==> src/rtl/expr_eval.sv <==
// Evaluates the longest valid prefix of an ASCII arithmetic stream (+, *, one level of parens),
// one character per clock, with sticky overflow and syntax-error flags.
module expr_eval #(
   parameter int W = 16
) (
   input  logic         clk,
   input  logic         clr,
   input  logic [7:0]   in,
   output logic [W-1:0] value,
   output logic         done,
   output logic         ovf,
   output logic         bad
);

   typedef enum logic [3:0] {
      START, Z, N1, N2, OP, LP, PZ, PN1, PN2, POP, RP, DEAD
   } state_t;

   localparam logic [W-1:0] ONE = {{(W-1){1'b0}}, 1'b1};
   localparam logic [W-1:0] TEN = {{(W-4){1'b0}}, 4'd10};

   // Results carry the truncated value in [W-1:0] and a "discarded bits nonzero" flag in [W].
   function automatic logic [W:0] mul_t(input logic [W-1:0] a, input logic [W-1:0] b);
      logic [2*W-1:0] f;
      f = {{W{1'b0}}, a} * {{W{1'b0}}, b};
      return {|f[2*W-1:W], f[W-1:0]};
   endfunction

   function automatic logic [W:0] add_t(input logic [W-1:0] a, input logic [W-1:0] b);
      logic [2*W-1:0] f;
      f = {{W{1'b0}}, a} + {{W{1'b0}}, b};
      return {|f[2*W-1:W], f[W-1:0]};
   endfunction

   state_t       state, n_state;
   logic [W-1:0] sum, prod, cur, isum, iprod, icur;
   logic [W-1:0] n_sum, n_prod, n_cur, n_isum, n_iprod, n_icur;
   logic         hit, n_done;

   logic is_dig, is_zero, is_nz, is_op, is_mul, is_lp, is_rp;
   assign is_dig  = (in >= 8'h30) && (in <= 8'h39);
   assign is_zero = (in == 8'h30);
   assign is_nz   = is_dig && !is_zero;
   assign is_mul  = (in == 8'h2A);
   assign is_op   = is_mul || (in == 8'h2B);
   assign is_lp   = (in == 8'h28);
   assign is_rp   = (in == 8'h29);

   logic [W-1:0] dig;
   assign dig = {{(W-4){1'b0}}, in[3:0]};

   // Candidate arithmetic for each kind of accepted character.
   logic [W:0] c10, c2, pc, spc, ic10, ic2, ipc, ispc, vpc, vsum;
   assign c10  = mul_t(cur, TEN);
   assign c2   = add_t(c10[W-1:0], dig);
   assign pc   = mul_t(prod, cur);
   assign spc  = add_t(sum, pc[W-1:0]);
   assign ic10 = mul_t(icur, TEN);
   assign ic2  = add_t(ic10[W-1:0], dig);
   assign ipc  = mul_t(iprod, icur);
   assign ispc = add_t(isum, ipc[W-1:0]);

   always_comb begin
      n_state = DEAD;
      case (state)
         START, OP: if (is_zero) n_state = Z;  else if (is_nz) n_state = N1;  else if (is_lp) n_state = LP;
         Z:         if (is_op)   n_state = OP;
         N1:        if (is_dig)  n_state = N2; else if (is_op) n_state = OP;
         N2:        if (is_op)   n_state = OP;
         LP, POP:   if (is_zero) n_state = PZ; else if (is_nz) n_state = PN1;
         PZ, PN2:   if (is_op)   n_state = POP; else if (is_rp) n_state = RP;
         PN1:       if (is_dig)  n_state = PN2; else if (is_op) n_state = POP; else if (is_rp) n_state = RP;
         RP:        if (is_op)   n_state = OP;
         default:   n_state = DEAD;
      endcase
   end

   // Arithmetic is keyed on the destination state, so DEAD naturally leaves everything alone.
   always_comb begin
      // NOTE: every output gets a default first so no path can infer a latch.
      n_sum   = sum;
      n_prod  = prod;
      n_cur   = cur;
      n_isum  = isum;
      n_iprod = iprod;
      n_icur  = icur;
      hit     = 1'b0;
      case (n_state)
         Z, N1:   n_cur = dig;
         N2:      begin n_cur = c2[W-1:0]; hit = c10[W] | c2[W]; end
         OP:      if (is_mul) begin
                     n_prod = pc[W-1:0];
                     hit    = pc[W];
                  end else begin
                     n_sum  = spc[W-1:0];
                     n_prod = ONE;
                     hit    = pc[W] | spc[W];
                  end
         LP:      begin n_isum = '0; n_iprod = ONE; n_icur = '0; end
         PZ, PN1: n_icur = dig;
         PN2:     begin n_icur = ic2[W-1:0]; hit = ic10[W] | ic2[W]; end
         POP:     if (is_mul) begin
                     n_iprod = ipc[W-1:0];
                     hit     = ipc[W];
                  end else begin
                     n_isum  = ispc[W-1:0];
                     n_iprod = ONE;
                     hit     = ipc[W] | ispc[W];
                  end
         RP:      begin n_cur = ispc[W-1:0]; hit = ipc[W] | ispc[W]; end
         default: ;
      endcase
   end

   assign n_done = (n_state == Z) || (n_state == N1) || (n_state == N2) || (n_state == RP);
   assign vpc    = mul_t(n_prod, n_cur);
   assign vsum   = add_t(n_sum, vpc[W-1:0]);

   always_ff @(posedge clk or posedge clr) begin
      if (clr) begin
         state <= START;
         sum   <= '0;
         prod  <= ONE;
         cur   <= '0;
         isum  <= '0;
         iprod <= ONE;
         icur  <= '0;
         value <= '0;
         done  <= 1'b0;
         ovf   <= 1'b0;
         bad   <= 1'b0;
      end else begin
         // NOTE: non-blocking assignments so every register samples pre-edge values.
         state <= n_state;
         sum   <= n_sum;
         prod  <= n_prod;
         cur   <= n_cur;
         isum  <= n_isum;
         iprod <= n_iprod;
         icur  <= n_icur;
         done  <= n_done;
         if (n_done) value <= vsum[W-1:0];
         ovf   <= ovf | hit | (n_done & (vpc[W] | vsum[W]));
         bad   <= bad | (n_state == DEAD);
      end
   end

endmodule

==> config.mk <==
export PLATFORM = sky130hd
export DESIGN_NAME = expr_eval
export DESIGN_NICKNAME = d
export VERILOG_FILES = /design/src/rtl/expr_eval.sv
export SDC_FILE = /design/constraint.sdc
export NUM_CORES = 2
export LEC_CHECK = 0
export ABC_AREA = 1
export CELL_PAD_IN_SITES_DETAIL_PLACEMENT = 0
export CELL_PAD_IN_SITES_GLOBAL_PLACEMENT = 1
export CORE_ASPECT_RATIO = 0.5
export CORE_UTILIZATION = 49
export DETAILED_ROUTE_END_ITERATION = 16
export PLACE_DENSITY = 0.86
export SYNTH_ARGS = -nofsm -noshare
export SYNTH_HDL_FRONTEND = slang
export SYNTH_SLANG_ARGS = --single-unit
==> constraint.sdc <==
create_clock -name clk -period 14.57 [get_ports clk]
set_input_delay 1.457 -clock clk [delete_from_list [all_inputs] [get_ports clk]]
set_output_delay 1.457 -clock clk [all_outputs]
set_load 0.02 [all_outputs]
Word level (Yosys, flattened, before mapping)
Index checks and enable logic that the tools add are counted.
{"block": "totals", "word_cells": 110, "latch_bits": 0, "romBits": 0, "output_inout_bits": 19, "mem_bits_rw": 0, "register_bits": 119, "n_memories": 0}
{"block": "op_classes", "multipliers": 5, "magnitude_cmp": 2, "addsub": 5, "reduce_logical": 27, "muxes": 24, "div_mod_pow": 0, "n_bitwise": 9, "n_shift": 0, "eq_ne": 27}
{"op": "16-bit OR reduction", "n": 8}
{"op": "16-bit by 16-bit multiplier with 32-bit output", "n": 3}
{"op": "16-bit 2-to-1 mux", "n": 6}
{"op": "16-bit one-hot mux with 3 select lines", "n": 2}
{"op": "16-bit one-hot mux with 2 select lines", "n": 2}
{"op": "16-bit by 16-bit adder with 17-bit output", "n": 3}
{"op": "8-bit by 6-bit equality test with 1-bit output, second input constant", "n": 5}
{"op": "16-bit by 3-bit multiplier with 19-bit output, second input constant", "n": 2}
{"op": "16-bit by 4-bit adder with 17-bit output", "n": 2}
{"op": "4-bit by 3-bit equality test with 1-bit output, second input constant", "n": 8}
{"op": "4-bit 2-to-1 mux", "n": 8}
{"op": "4-bit equality test, second input constant", "n": 7}
{"op": "4-bit one-hot mux with 6 select lines", "n": 1}
{"op": "4-bit by 2-bit equality test with 1-bit output, second input constant", "n": 4}
{"op": "2-bit OR reduction", "n": 5}
{"op": "4-bit by 1-bit equality test with 1-bit output, second input constant", "n": 2}
{"op": "8-bit by 6-bit >= comparator with 1-bit output, second input constant", "n": 1}
{"op": "8-bit by 6-bit <= comparator with 1-bit output, second input constant", "n": 1}
{"op": "1-bit bitwise OR", "n": 8}
{"op": "4-bit OR reduction", "n": 2}
{"op": "1-bit one-hot mux with 5 select lines", "n": 1}
{"op": "4-bit zero test", "n": 1}
{"op": "1-bit logical OR", "n": 4}
{"op": "1-bit 2-to-1 mux", "n": 3}
{"op": "other kinds (9)", "n": 10}

Logic depth before layout (Yosys ltp)
{"block": "depth", "depth_word": 15, "depth_mapped": 60, "ltp_nobuf": 59}

Least setup slack after synthesis
OpenSTA, ideal clock, no wires.
{"block": "synth_path", "kind": "reg2reg", "start": "register icur[1]", "end": "register ovf", "required_time_ps": 14445, "stages_incl_launch_ff": 52, "arrival_ps": 11009, "setup_ps": 125, "path_slack_ps": 3436, "path_cell_list": "dfrtp_1 clkbuf_1 clkbuf_1 nand2_1 fa_1 fa_1 fa_1 fa_1 inv_1 fa_1 inv_1 fa_1 inv_1 ha_1 nand2_1 nor2_1 nand3_1 nand3_1 (+16 left out) fa_1 fa_1 inv_1 ha_1 nand2_1 inv_1 nand2_1 nor2_1 nand3_1 or2_2 nand3_1 nand2_1 nor2_1 nand2_1 nor2_1 nand3_1 nand2_1 nand3_1"}
{"block": "synth_between", "elab_chain_len": 9, "word_cells_on_any_way": 21}
{"item": "from (decl)", "line": "36", "text": "logic [W-1:0] sum, prod, cur, isum, iprod, icur;"}
{"item": "from (signal assigned)", "line": "140", "text": "icur <= n_icur;"}
{"item": "16-bit by 16-bit multiplier with 32-bit output (*)", "line": "25", "text": "f = {{W{1'b0}}, a} * {{W{1'b0}}, b};"}
{"item": "16-bit by 16-bit adder with 17-bit output (*)", "line": "31", "text": "f = {{W{1'b0}}, a} + {{W{1'b0}}, b};"}
{"item": "16-bit one-hot mux with 3 select lines (*)", "line": "88", "text": "case (n_state)"}
{"item": "named net n_cur[15]", "line": "37", "text": "logic [W-1:0] n_sum, n_prod, n_cur, n_isum, n_iprod, n_icur;"}
{"item": "16-bit by 16-bit multiplier with 32-bit output (*)", "line": "25"}
{"item": "16-bit by 16-bit adder with 17-bit output", "line": "31"}
{"item": "16-bit OR reduction", "line": "32", "text": "return {|f[2*W-1:W], f[W-1:0]};"}
{"item": "1-bit bitwise OR (*)", "line": "143", "text": "ovf <= ovf | hit | (n_done & (vpc[W] | vsum[W]));"}
{"item": "1-bit AND (*)", "line": "143"}
{"item": "1-bit bitwise OR (*)", "line": "143"}
{"item": "to (signal assigned)", "line": "143"}
{"item": "to (decl)", "line": "11", "text": "output logic ovf,"}
The timed path passes the listed nets; every way through them passes the cells marked *.
A chain may end at the register's enable or synchronous reset.

Worst setup path in the final report
{"block": "layout_path", "start": "register iprod[10]", "end": "register ovf"}
{"block": "layout_between", "elab_chain_len": 9, "word_cells_on_any_way": 16}
{"item": "from (decl)", "line": "36"}
{"item": "from (signal assigned)", "line": "139", "text": "iprod <= n_iprod;"}
{"item": "16-bit by 16-bit multiplier with 32-bit output (*)", "line": "25"}
{"item": "16-bit by 16-bit adder with 17-bit output (*)", "line": "31"}
{"item": "16-bit one-hot mux with 3 select lines (*)", "line": "88"}
{"item": "named net n_cur[15]", "line": "37"}
{"item": "16-bit by 16-bit multiplier with 32-bit output (*)", "line": "25"}
{"item": "16-bit by 16-bit adder with 17-bit output", "line": "31"}
{"item": "16-bit OR reduction", "line": "32"}
{"item": "1-bit bitwise OR (*)", "line": "143"}
{"item": "1-bit AND (*)", "line": "143"}
{"item": "1-bit bitwise OR (*)", "line": "143"}
Marked as above.

==> metrics.txt <==
final worst slack about 1600 ps; mean post-synth cell area 6.97 sq um; Vias/cell roughly 5; routed vias 32400; Arrival @ worst endpoint ~13000 ps; Reg area ~3000 sq um; Buf/Inv on CP 6; Routed Antenna Nets 0; largest family of logic cells by synthesized area adder cells; clock slew at reported path FFs roughly 60 ps; XOR/XNOR share of the synthesized area 2.41%; Seq/Total Area, Yosys between 7 and 8%; commonest non-fill, non-tap cells in the layout inv_1, nand2_1, fa_1; die area 79600 sq um; drt wl/cell around 16 um; synthesized cell area about 38000 sq um; Initial Util between 40% and 50%; gpl congestion 0.956; Critical Path Slowest Stage Cell dfrtp_1; Tcrit/Tclk final around nine tenths; placement row count 72; most common cell after layout, fill and taps aside inv_1; WP data required ~15000 ps; post-cts sizing count 0; worst min path class register to register; crit-path most repeated cell fa_1; Post-CTS Setup Inserts 0; final hold violations 0; DIE WIDTH 398 um; outcome finished, final reports clean; min Tclk post-route between 10000 and 15000 ps; initial antenna violation count 1; Routed WL 104000 um; Total Power 777 uW; Rel. slew slack between 20 and 30%; # IOs 29; unrepaired setup endpoints after global routing false; Worst Path Class, Setup register to register; Syn Inst Count between 5000 and 6000; Pins Over Slew Limit 0; CTS tree done; clock latency on the worst-skew pair around 450 ps; first-pass GRT wire length 174000 um; DR pass1 iterations 6; Pwr Density between 15 and 20 nW/um^2; port bufs 28; Final HPWL DP just under 90000 um; Remaining Overflow, GRT 0; nets@finish 6433; CP max FO 17; clock root buffer clkbuf_16; core area about 77000 sq um; die height about 200 um; post-synthesis simple-gate area fraction between 20% and 30%; Max Fclk slightly below 0.08 GHz; kind of end point of the critical path register; count of final setup violators 0; Multi-input gate area ~29000 sq um; skew final around 18 ps; antenna cell count 0; fraction of layout cells with a size suffix above 1 2.32%; Post-synth EDFFs 0; Setup crit start kind register; Peak VDD IR about 0.067 mV; TNS Setup 0 ps; Net Count, Synth around 6500; Post-CTS Hold Buffers 0; compound-gate portion of the synthesized area 5.15%; vias in the first global route approximately 33000; GRT Total Usage between 20% and 30%; fraction of registers with async set/reset between 90% and 100%; Yosys cell types 53; Crit path largest cell delay approximately 890 ps; Yosys warnings 0; htree depth 4; mux contribution to synthesized area 0%; Yosys reg bits 119; CTS Buf Count 17; maximum buffer depth of the clock tree 2; Slew @ Worst Pin around 1100 ps; Max Cap Violations 0; clk sinks 119; Post-Place Setup Slack ~1900 ps; largest net degree at the start of global routing 62; P_leak 25.1 nW; Area Growth Syn to Fin 4.17%; Synth Area in Adders approximately 44%; DR iter-0 viols 2308; DRC Markers 0; Fill cells approximately 7700; Top Family by Delay on Critical Path adder cells; Top FF cell, synth dfrtp_1
## final timing paths
kind	slack, ps	end	cells past startpoint	start
worst max-delay path	1630	ovf	48	iprod[10]
worst min-delay path	470	value[1]	2	value[1]
worst max register to register	1630	ovf	48	iprod[10]
worst min register to register	470	value[1]	2	value[1]
max in group asynchronous	11610	prod[14]	3	clr
min in group asynchronous	1520	state[2]	2	clr
## metal layers
layer | GRT usage, % | share of wire [%] | vias to the layer above
met5 | 0 | 0 | -
met4 | 7.15 | 2.3 | 0
met3 | 3.13 | 5.5 | 146
met2 | 46.2 | 46 | 851
met1 | 38.0 | 46 | 15700
li1 | - | - | 15700
## Yosys cell counts (4+ instances only)
cell type,count,area share [%]
o21a_1,11,0.21
xor2_1,67,1.5
inv_2,10,0.098
xnor2_1,35,0.80
inv_1,1623,16
a21o_1,14,0.27
buf_2,20,0.26
nand3_1,173,2.3
buf_6,6,0.18
a211oi_1,4,0.078
o21bai_1,10,0.20
and2_1,4,0.065
or2_2,15,0.24
nand2_1,1598,16
ha_1,422,14
nor3_1,27,0.35
nor2_2,7,0.11
nand3b_1,12,0.23
o21ai_0,87,1.1
fa_1,589,31
nand3_2,8,0.21
a21boi_0,8,0.16
a32o_1,18,0.47
nand2_2,8,0.13
a21oi_1,140,1.8
o211ai_1,7,0.14
dfrtp_1,117,7.6
nand4_1,25,0.41
clkbuf_1,140,1.4
a31oi_1,9,0.15
buf_4,13,0.25
nor2_1,248,2.4
o21ai_1,6,0.078
## registers in the layout, indices dropped and copies added, names as in the netlist
signal / flops
cur: 16
icur: 16
iprod: 16
isum: 16
prod: 16
sum: 16
value: 16
state: 4
bad: 1
done: 1
ovf: 1
## tightest hold or removal path, stage by stage, from the launching register on
cell and delay [ps]:
dfrtp_1 340, nand2_1 50, nand2_1 50
## stage by stage
step | utilization [%] | instances | hold WS, ps | cell area, sq um
floorplan | - | 5512 | 474 | 38400
global placement | 51.0 | 6429 | 450 | 39500
detailed placement | 51.0 | 6429 | 463 | 39500
CTS | 51.7 | 6461 | 476 | 40000
global route | 51.7 | 6461 | 493 | 40000
finish | 51.7 | 6461 | 470 | 40000
## power breakdown
group / switching (mW) / internal, mW / leakage (nW)
Combinational: 0.0115 / 0.00336 / 23.3
Clock: 0.177 / 0.255 / 0.275
Sequential: 0 / 0.331 / 1.61
Total: 0.189 / 0.589 / 25.1
## cell type report
| class | count | area share [%] |
|---|---|---|
| Clock buffer | 23 | 1.14 |
| Clock inverter | 9 | 0.253 |
| Inverter | 1634 | 15.3 |
| Multi-Input combinational cell | 3578 | 71.3 |
| Sequential cell | 119 | 7.44 |
| Tap cell | 1036 | 3.24 |
| Timing Repair Buffer | 62 | 1.34 |
## cells by family after synthesis
kind of cell	after synthesis
compound gates	330
xor+xnor	104
fa+ha+maj	1011
buf+inv	1815
flops	119
simple gates	2133
(Power assumes the default switching activity.)
